--- config.mk ---
export PLATFORM = sky130hd
export DESIGN_NAME = dualport_be_ram
export DESIGN_NICKNAME = d
export VERILOG_FILES = /design/src/rtl/ram_pkg.sv /design/src/rtl/ram_clear_seq.sv /design/src/rtl/dualport_be_ram.sv
export SDC_FILE = /design/constraint.sdc
export NUM_CORES = 1
export LEC_CHECK = 0
export ABC_CLOCK_PERIOD_IN_PS = 4820
export CAP_MARGIN = 25
export CORE_MARGIN = 3
export CORE_UTILIZATION = 47
export DETAILED_ROUTE_END_ITERATION = 8
export GPL_ROUTABILITY_DRIVEN = 0
export PLACE_DENSITY = 0.72
export SLEW_MARGIN = 20
export SYNTH_ARGS = -nofsm -noshare
export SYNTH_HDL_FRONTEND = slang
export SYNTH_SLANG_ARGS = --single-unit
--- constraint.sdc ---
create_clock -name clk -period 4.82 [get_ports clk]
set_input_delay 0.482 -clock clk [delete_from_list [all_inputs] [get_ports clk]]
set_output_delay 0.482 -clock clk [all_outputs]
set_load 0.005 [all_outputs]
--- src/rtl/ram_pkg.sv ---
// ram_pkg: shared types and the lane-merge helper for dualport_be_ram.
// Exports rdw_mode_e, ram_state_e, word_t/lanes_t and lane_merge().
package ram_pkg;

  localparam int MAX_DW    = 256;
  localparam int MAX_LANES = 256;

  typedef enum logic {
    RDW_OLD = 1'b0,
    RDW_NEW = 1'b1
  } rdw_mode_e;

  typedef enum logic {
    ST_CLEAR = 1'b0,
    ST_IDLE  = 1'b1
  } ram_state_e;

  typedef logic [MAX_DW-1:0]    word_t;
  typedef logic [MAX_LANES-1:0] lanes_t;

  // Bit i comes from new_w when the lane owning bit i is enabled.
  // Callers zero-extend into word_t and truncate the result back.
  function automatic word_t lane_merge(
    input word_t  old_w,
    input word_t  new_w,
    input lanes_t be,
    input int     lane_w
  );
    word_t      res;
    logic [7:0] li;
    for (int i = 0; i < MAX_DW; i++) begin
      li     = 8'(i / lane_w);
      res[i] = be[li] ? new_w[i] : old_w[i];
    end
    return res;
  endfunction

endpackage

--- src/rtl/ram_clear_seq.sv ---
// ram_clear_seq: walks every address writing zero after reset / on clear.
// Ports: clk, rst_n, clear in; clr_we, clr_addr, init_busy out.
module ram_clear_seq
  import ram_pkg::*;
#(
  parameter int ADDR_WIDTH = 4
) (
  input  logic                  clk,
  input  logic                  rst_n,
  input  logic                  clear,
  output logic                  clr_we,
  output logic [ADDR_WIDTH-1:0] clr_addr,
  output logic                  init_busy
);

  ram_state_e            state_q;
  logic [ADDR_WIDTH-1:0] clr_cnt_q;
  logic                  busy_q;

  always_ff @(posedge clk) begin
    if (!rst_n) begin
      state_q   <= ST_CLEAR;
      clr_cnt_q <= '0;
      busy_q    <= 1'b1;
    end else begin
      unique case (state_q)
        ST_CLEAR: begin
          clr_cnt_q <= clr_cnt_q + ADDR_WIDTH'(1);
          // last address written this edge
          if (clr_cnt_q == '1) begin
            state_q <= ST_IDLE;
            busy_q  <= 1'b0;
          end
        end
        ST_IDLE: begin
          if (clear) begin
            state_q   <= ST_CLEAR;
            clr_cnt_q <= '0;
            busy_q    <= 1'b1;
          end
        end
        default: begin
          state_q   <= ST_CLEAR;
          clr_cnt_q <= '0;
          busy_q    <= 1'b1;
        end
      endcase
    end
  end

  assign clr_we    = busy_q;
  assign clr_addr  = clr_cnt_q;
  assign init_busy = busy_q;

endmodule

--- src/rtl/dualport_be_ram.sv ---
// dualport_be_ram: 1W/1R byte-enable RAM, 1/2-cycle read, RDW select.
// Ports: wr_* write port, rd_* read port, clear/init_busy for zeroing.
module dualport_be_ram
  import ram_pkg::*;
#(
  parameter  int ADDR_WIDTH = 4,
  parameter  int DATA_WIDTH = 16,
  parameter  int LANE_WIDTH = 8,
  parameter  int RD_LATENCY = 1,
  parameter  int RDW_MODE   = 1,
  localparam int NUM_LANES  = DATA_WIDTH / LANE_WIDTH,
  localparam int DEPTH      = 2 ** ADDR_WIDTH
) (
  input  logic                  clk,
  input  logic                  rst_n,
  input  logic                  wr_en,
  input  logic [ADDR_WIDTH-1:0] wr_addr,
  input  logic [DATA_WIDTH-1:0] wr_data,
  input  logic [NUM_LANES-1:0]  wr_be,
  input  logic                  rd_en,
  input  logic [ADDR_WIDTH-1:0] rd_addr,
  output logic [DATA_WIDTH-1:0] rd_data,
  output logic                  rd_valid,
  input  logic                  clear,
  output logic                  init_busy
);

  if (RD_LATENCY != 1 && RD_LATENCY != 2) begin : g_bad_lat
    $error("dualport_be_ram: RD_LATENCY must be 1 or 2");
  end
  if (RDW_MODE != 0 && RDW_MODE != 1) begin : g_bad_rdw
    $error("dualport_be_ram: RDW_MODE must be 0 or 1");
  end
  if (LANE_WIDTH < 1 || DATA_WIDTH % LANE_WIDTH != 0
      || DATA_WIDTH > MAX_DW) begin : g_bad_dw
    $error("dualport_be_ram: bad DATA_WIDTH/LANE_WIDTH");
  end

  localparam rdw_mode_e RDW_E = (RDW_MODE == 1) ? RDW_NEW : RDW_OLD;

  logic [DATA_WIDTH-1:0] mem_q [DEPTH];

  logic                  clr_we;
  logic [ADDR_WIDTH-1:0] clr_addr;
  logic                  busy;

  ram_clear_seq #(
    .ADDR_WIDTH (ADDR_WIDTH)
  ) u_clr (
    .clk       (clk),
    .rst_n     (rst_n),
    .clear     (clear),
    .clr_we    (clr_we),
    .clr_addr  (clr_addr),
    .init_busy (busy)
  );

  assign init_busy = busy;

  logic wr_go;
  logic rd_go;

  assign wr_go = rst_n & wr_en & ~busy & (|wr_be);
  assign rd_go = rst_n & rd_en & ~busy;

  logic [DATA_WIDTH-1:0] wr_old;
  logic [DATA_WIDTH-1:0] wr_merged;
  logic [DATA_WIDTH-1:0] rd_raw;
  logic [DATA_WIDTH-1:0] rd_word;

  assign wr_old    = mem_q[wr_addr];
  assign wr_merged = DATA_WIDTH'(lane_merge(
                       MAX_DW'(wr_old),
                       MAX_DW'(wr_data),
                       MAX_LANES'(wr_be),
                       LANE_WIDTH));

  // Clear sequencer owns the array port while busy.
  logic                  mem_we;
  logic [ADDR_WIDTH-1:0] mem_waddr;
  logic [DATA_WIDTH-1:0] mem_wdata;

  always_comb begin
    mem_we    = 1'b0;
    mem_waddr = wr_addr;
    mem_wdata = wr_merged;
    if (rst_n && clr_we) begin
      mem_we    = 1'b1;
      mem_waddr = clr_addr;
      mem_wdata = '0;
    end else if (wr_go) begin
      mem_we    = 1'b1;
    end
  end

  always_ff @(posedge clk) begin
    if (mem_we) begin
      mem_q[mem_waddr] <= mem_wdata;
    end
  end

  // Same-address bypass returns the merged word in NEW mode.
  assign rd_raw  = mem_q[rd_addr];
  assign rd_word = (RDW_E == RDW_NEW && wr_go
                    && wr_addr == rd_addr) ? wr_merged : rd_raw;

  logic                  out_v_d;
  logic [DATA_WIDTH-1:0] out_dat_d;
  logic                  rd_valid_q;
  logic [DATA_WIDTH-1:0] rd_data_q;

  if (RD_LATENCY == 2) begin : g_lat2
    logic                  s1_v_q;
    logic [DATA_WIDTH-1:0] s1_dat_q;

    always_ff @(posedge clk) begin
      if (!rst_n) begin
        s1_v_q   <= 1'b0;
        s1_dat_q <= '0;
      end else begin
        s1_v_q <= rd_go;
        if (rd_go) begin
          s1_dat_q <= rd_word;
        end
      end
    end

    assign out_v_d   = s1_v_q;
    assign out_dat_d = s1_dat_q;
  end else begin : g_lat1
    assign out_v_d   = rd_go;
    assign out_dat_d = rd_word;
  end

  always_ff @(posedge clk) begin
    if (!rst_n) begin
      rd_valid_q <= 1'b0;
      rd_data_q  <= '0;
    end else begin
      rd_valid_q <= out_v_d;
      if (out_v_d) begin
        rd_data_q <= out_dat_d;
      end
    end
  end

  assign rd_valid = rd_valid_q;
  assign rd_data  = rd_data_q;

endmodule

Word level (Yosys, flattened, before mapping) --
Memory sizes are Yosys's and may differ from the RTL's. A register that Yosys moved wholly into a read port is not among the register bits. Index checks and enable logic that the tools add are counted.
Word-level totals: flip-flop bits (word level) 7, bits in writable memories 256, memories 1, output and inout port bits 18, word-level logic and storage cells 50
Memories:
- mem_q | depth 16, width 16, rd ports 2, clocked after memory_dff 1, wr ports 1, line dualport_be_ram.sv:41 | logic [DATA_WIDTH-1:0] mem_q [DEPTH];
Cells by class: equality and inequality tests 3, reductions and logical operators 4, bitwise gates (word level) 7, mux-type cells 30, $add $sub $neg 1
Operators with widths (count):
- two-way mux 1 bit | 24
- two-way mux 16 bit | 1
- two-way mux 4 bit | 2
- one-hot mux 4 bit (2 select lines) | 1
- bitwise AND 1 bit | 5
- adder 4 x 1 -> 4 bit, second input constant | 1
- == test 4 bit, second input constant | 1
- one-hot mux 1 bit (2 select lines) | 2
- inequality test 2 x 1 -> 1 bit, second input constant | 1
- inequality test 2 bit, second input constant | 1
- inverter 1 bit | 2
- AND reduction 2 bit | 1
- OR reduction 2 bit | 1
- logical AND 1 bit | 1
- zero test 1 bit | 1

Depth between registers and ports, before layout --
word-level depth 7, depth in mapped cells 9, depth with buffers taken out 6

Cells and area by module --
From an unflattened synthesis, not the netlist that was laid out.
Second synthesis, totals: cells, all modules 936, area, all modules 13548.0 µm²
By module, submodules not included:
- dualport_be_ram | area an instance 13255.2 µm², instances 1, cells an instance 905, sequential area each 8027.7 µm²
- ram_clear_seq | area an instance 292.8 µm², instances 1, cells an instance 31, sequential area each 120.1 µm²

Worst setup path after synthesis --
OpenSTA, ideal clock, no wires.
kind input to register, from in wr_addr[0], to mem mem_q[1][0], enable pin, cell stages on the path 7, data required time 4432 ps, arrival 2371 ps, buffers on the path 4, slack 2060 ps, cell sequence buf_6 > buf_6 > buf_4 > buf_2 > inv_1 > o31a_1 > nor2_1
Between the ends: longest elaborated chain between the ends 1
Ends and longest elaborated chain:
- start, declared | line dualport_be_ram.sv:17 | input logic [ADDR_WIDTH-1:0] wr_addr,
- two-way mux 4 bit | line dualport_be_ram.sv:87 | if (rst_n && clr_we) begin
- end, declared | line dualport_be_ram.sv:41
No other way between the ends.

Final worst setup path --
from in rst_n, to mem mem_q[4][6], enable pin
Between the ends: longest elaborated chain between the ends 7, elaborated cells on any way between the ends 9, those cells by class mux (5); bitwise (3); reduce/logical (1)
Ends and longest elaborated chain:
- start, declared | line dualport_be_ram.sv:15 | input logic rst_n,
- bitwise AND 1 bit (3 in a row) | line dualport_be_ram.sv:63 | assign wr_go = rst_n & wr_en & ~busy & (|wr_be);
- two-way mux 1 bit | line dualport_be_ram.sv:91 | end else if (wr_go) begin
- two-way mux 1 bit | line dualport_be_ram.sv:87
- two-way mux 1 bit | line dualport_be_ram.sv:97 | if (mem_we) begin
- two-way mux 1 bit (not written as such) | line dualport_be_ram.sv:98 | mem_q[mem_waddr] <= mem_wdata;
Parallel ways exist; a longest one is shown, timed or not.

==> out/metrics.cfg <==
[timing]
final_max_slew_viol_count = 0
report.final.hold_viol_count = 0
holdWs_ns = 0.5138
fmaxAchievable_mhz = 328.4
rsz0062_at_grt = no
setup_viol_count_final = 0
timing.final.crit_share_pct = 63.17
setup-tns-final_ns = 0
final.min_clock_period_ns = 3.045
max_slew.worst_pin.slew_ns = 1.086
clock_skew_ns = 0.007860
max-slew-margin-rel_pct = 27.62

[yosys]
postSynthRegisterBits = 279
yosys.area.top_type_share_pct = 58.71
synth.lib_cells_used.distinct = 47
postSynthAreaPerCell_um2 = 18.14
yosys_warnings = 0
synth.area.top_cells = edfxtp_1, mux4_2, dfxtp_1
syn_nets = 754
synth.yosys.seq_area_share_pct = 62.23
synth_flop_cell = edfxtp_1
mappedNetlistArea_mm2 = 0.01309
synth_largest_area_cell = edfxtp_1
count_of_flip_flops_with_a_built_in_enable_after_synthesis = 256
postSynth.asyncResetShare_pct = 0
synth_cells = 722

[grt]
grt_util_met3_pct = 4.875
most_used_routing_layer = met2
grt-ovfl-total = 0
grt_pass1_vias = 8068
met2_usage_pct = 36.68
grt_use_total_pct = 22.84
grt_start_max_net_pins = 41
grt_antenna_before_repair = 0
grt_first_pass_wirelength_um = 51570
grtUsageMet1_pct = 30.92

[routing]
detail_route.wl_per_cell_um = 29.27
ant_nets = 0
drt_first_iter_violations = 1126
detail_route.vias_per_cell = 6.642
totalWireLength_um = 34400
drc_errors = 0
route.vias.total = 7804
iteration_count_of_the_initial_detailed_routing_pass = 5

[clock_network]
cts_num_sinks = 279
cts_max_level = 1
tritoncts.num_buffers = 28
ctsHoldBuffers = 0
post_cts.repair.setup_buffers = 0
clock_path_buffers = 3
cts.reportedPaths.clkPinSlew_ns = 0.06
cts-resized-gates = 0
clk_root_buffer_cell = clkbuf_16
clk_latency_ns = 0.53
cts_tree = built

[placed_design]
portBuffers = 48
dp_hpwl_um = 22410
place.detailed.instances = 1124

[floorplanning]
initial_utilization_pct = 48.18
fp.dieArea_mm2 = 0.02990
rows = 60
coreArea_mm2 = 0.02718
fp.dieH_um = 172.9
top_level_ports = 49
die_width_um = 172.9

[job]
cap_viol_max_count = 0

[setup_path]
cp.required_ns = 5.04
crit_path_end_kind = register
setup.worst_path.class = in2reg
cp_data_arrival_time_ns = 3.27
cp-start-kind = input pin
crit_path_max_fanout = 17

[pwr]
total_power_mw = 5.379
worst_ir_drop_vdd_mv = 0.2517
power_density_over_the_cells_mw_per_mm2 = 359.3
power.static_leakage_nw = 4.957

[min_path]
hold_path.class = reg2reg

[finish]
drive_gt1_share_pct = 26.77
design.final.nets = 814
final_antenna_diode_count = 0
area_delta_synth_final_pct = 14.34
layout.cells.non_filler = 1175

[status]
status = finished clean

registers in the layout, indices dropped and copies added, names as in the netlist:
| name | cells |
|---|---|
| u_clr.clr_addr | 4 |
| rd_data | 16 |
| rd_valid | 1 |
| u_clr.clr_we | 1 |
| mem_q | 256 |
| u_clr.state_q | 1 |
cells in the mapped netlist, drive strengths merged (11+ instances only):
cell      n
o21ai    11
a22oi    14
mux2i    45
nor2     22
clkbuf   18
edfxtp  256
nand2    37
a221o    17
buf      39
dfxtp    23
nor3     11
mux4    123
power breakdown:
| part | switching [mW] | internal, mW |
|---|---|---|
| Clock | 0.875 | 1.30 |
| Combinational | 0.274 | 0.200 |
| Sequential | 0.0201 | 2.71 |
| Total | 1.17 | 4.21 |
logic make-up (layout without fill, tap and decap cells):
| kind of cell | Yosys count | count (layout) | share of synthesized area [%] |
|---|---|---|---|
| flops | 279 | 279 | 62.23 |
| compound gates | 102 | 102 | 6.278 |
| mux | 168 | 168 | 24.62 |
| fa+ha+maj | 1 | 1 | 0.09554 |
| buf+inv | 61 | 142 | 2.437 |
| xor+xnor | 5 | 5 | 0.3344 |
| simple gates | 106 | 106 | 4.004 |
per-layer routing:
metal  part of all wire (%)  vias up  routed length, um
met5                      0        -                  0
met4                    4.3        0               1484
met3                    9.7       97               3336
met2                     49      484              16680
met1                     37     4041              12890
li1                       -     3182                  -
worst max-delay path: stages:
cell and delay [ns]:
clkdlybuf4s50_1 0.74, nand2_2 0.30, nor3b_1 0.28, o21ai_0 0.24, nor2_1 0.84, buf_4 0.39
cells in the final DEF (no fill, tap or decap), types with 3 or more instances in the layout:
cell / n
a22oi_1: 14
xnor2_1: 4
nand2b_1: 5
edfxtp_1: 256
o22ai_1: 3
nor2_1: 14
dfxtp_1: 23
a2111oi_0: 7
buf_4: 40
and3_1: 3
a21o_1: 9
mux2i_1: 45
nand3_1: 3
a211oi_1: 7
inv_1: 3
clkdlybuf4s50_1: 43
a221o_1: 17
nor3b_1: 4
clkbuf_8: 3
clkbuf_16: 29
buf_2: 3
o21ai_1: 3
and2_1: 9
nor2b_1: 8
nor3_1: 10
nor2_2: 8
mux4_2: 122
a32oi_1: 7
o21a_1: 4
clkbuf_1: 9
clkinv_1: 5
o21ai_0: 8
bufinv_16: 3
a32o_1: 8
nand2_1: 36
a22o_1: 9
stage by stage:
step	utilization, %	cell area [um^2]	worst slack (ns)
after floorplan	-	13090	2.060
after global placement	51.67	14040	1.445
after detailed placement	51.69	14050	1.331
after CTS	55.09	14970	1.871
after global routing	55.09	14970	1.621
final	55.09	14970	1.775
area by class of cell:
type                            instances  area [um^2]
Timing Repair Buffer                   87        765.7
Inverter                                4        15.01
Fill cell                            2070        12200
Multi-Input combinational cell        382         4652
Clock buffer                           41        800.8
Tap cell                              372        465.4
Clock inverter                         10        125.1
Sequential cell                       279         8148
path summary, 6_finish.rpt:
| check | start | endpoint | slack, ns | depth (start not counted) |
|---|---|---|---|---|
| worst min register to register | rd_data[7] | rd_data[7] | 0.51 | 1 |
| worst max-delay path | rst_n | mem_q[4][6] | 1.78 | 6 |
| worst min-delay path | rd_data[7] | rd_data[7] | 0.51 | 1 |
| worst max register to register | u_clr.clr_we | mem_q[4][6] | 2.00 | 5 |
(Power assumes the default switching activity.)
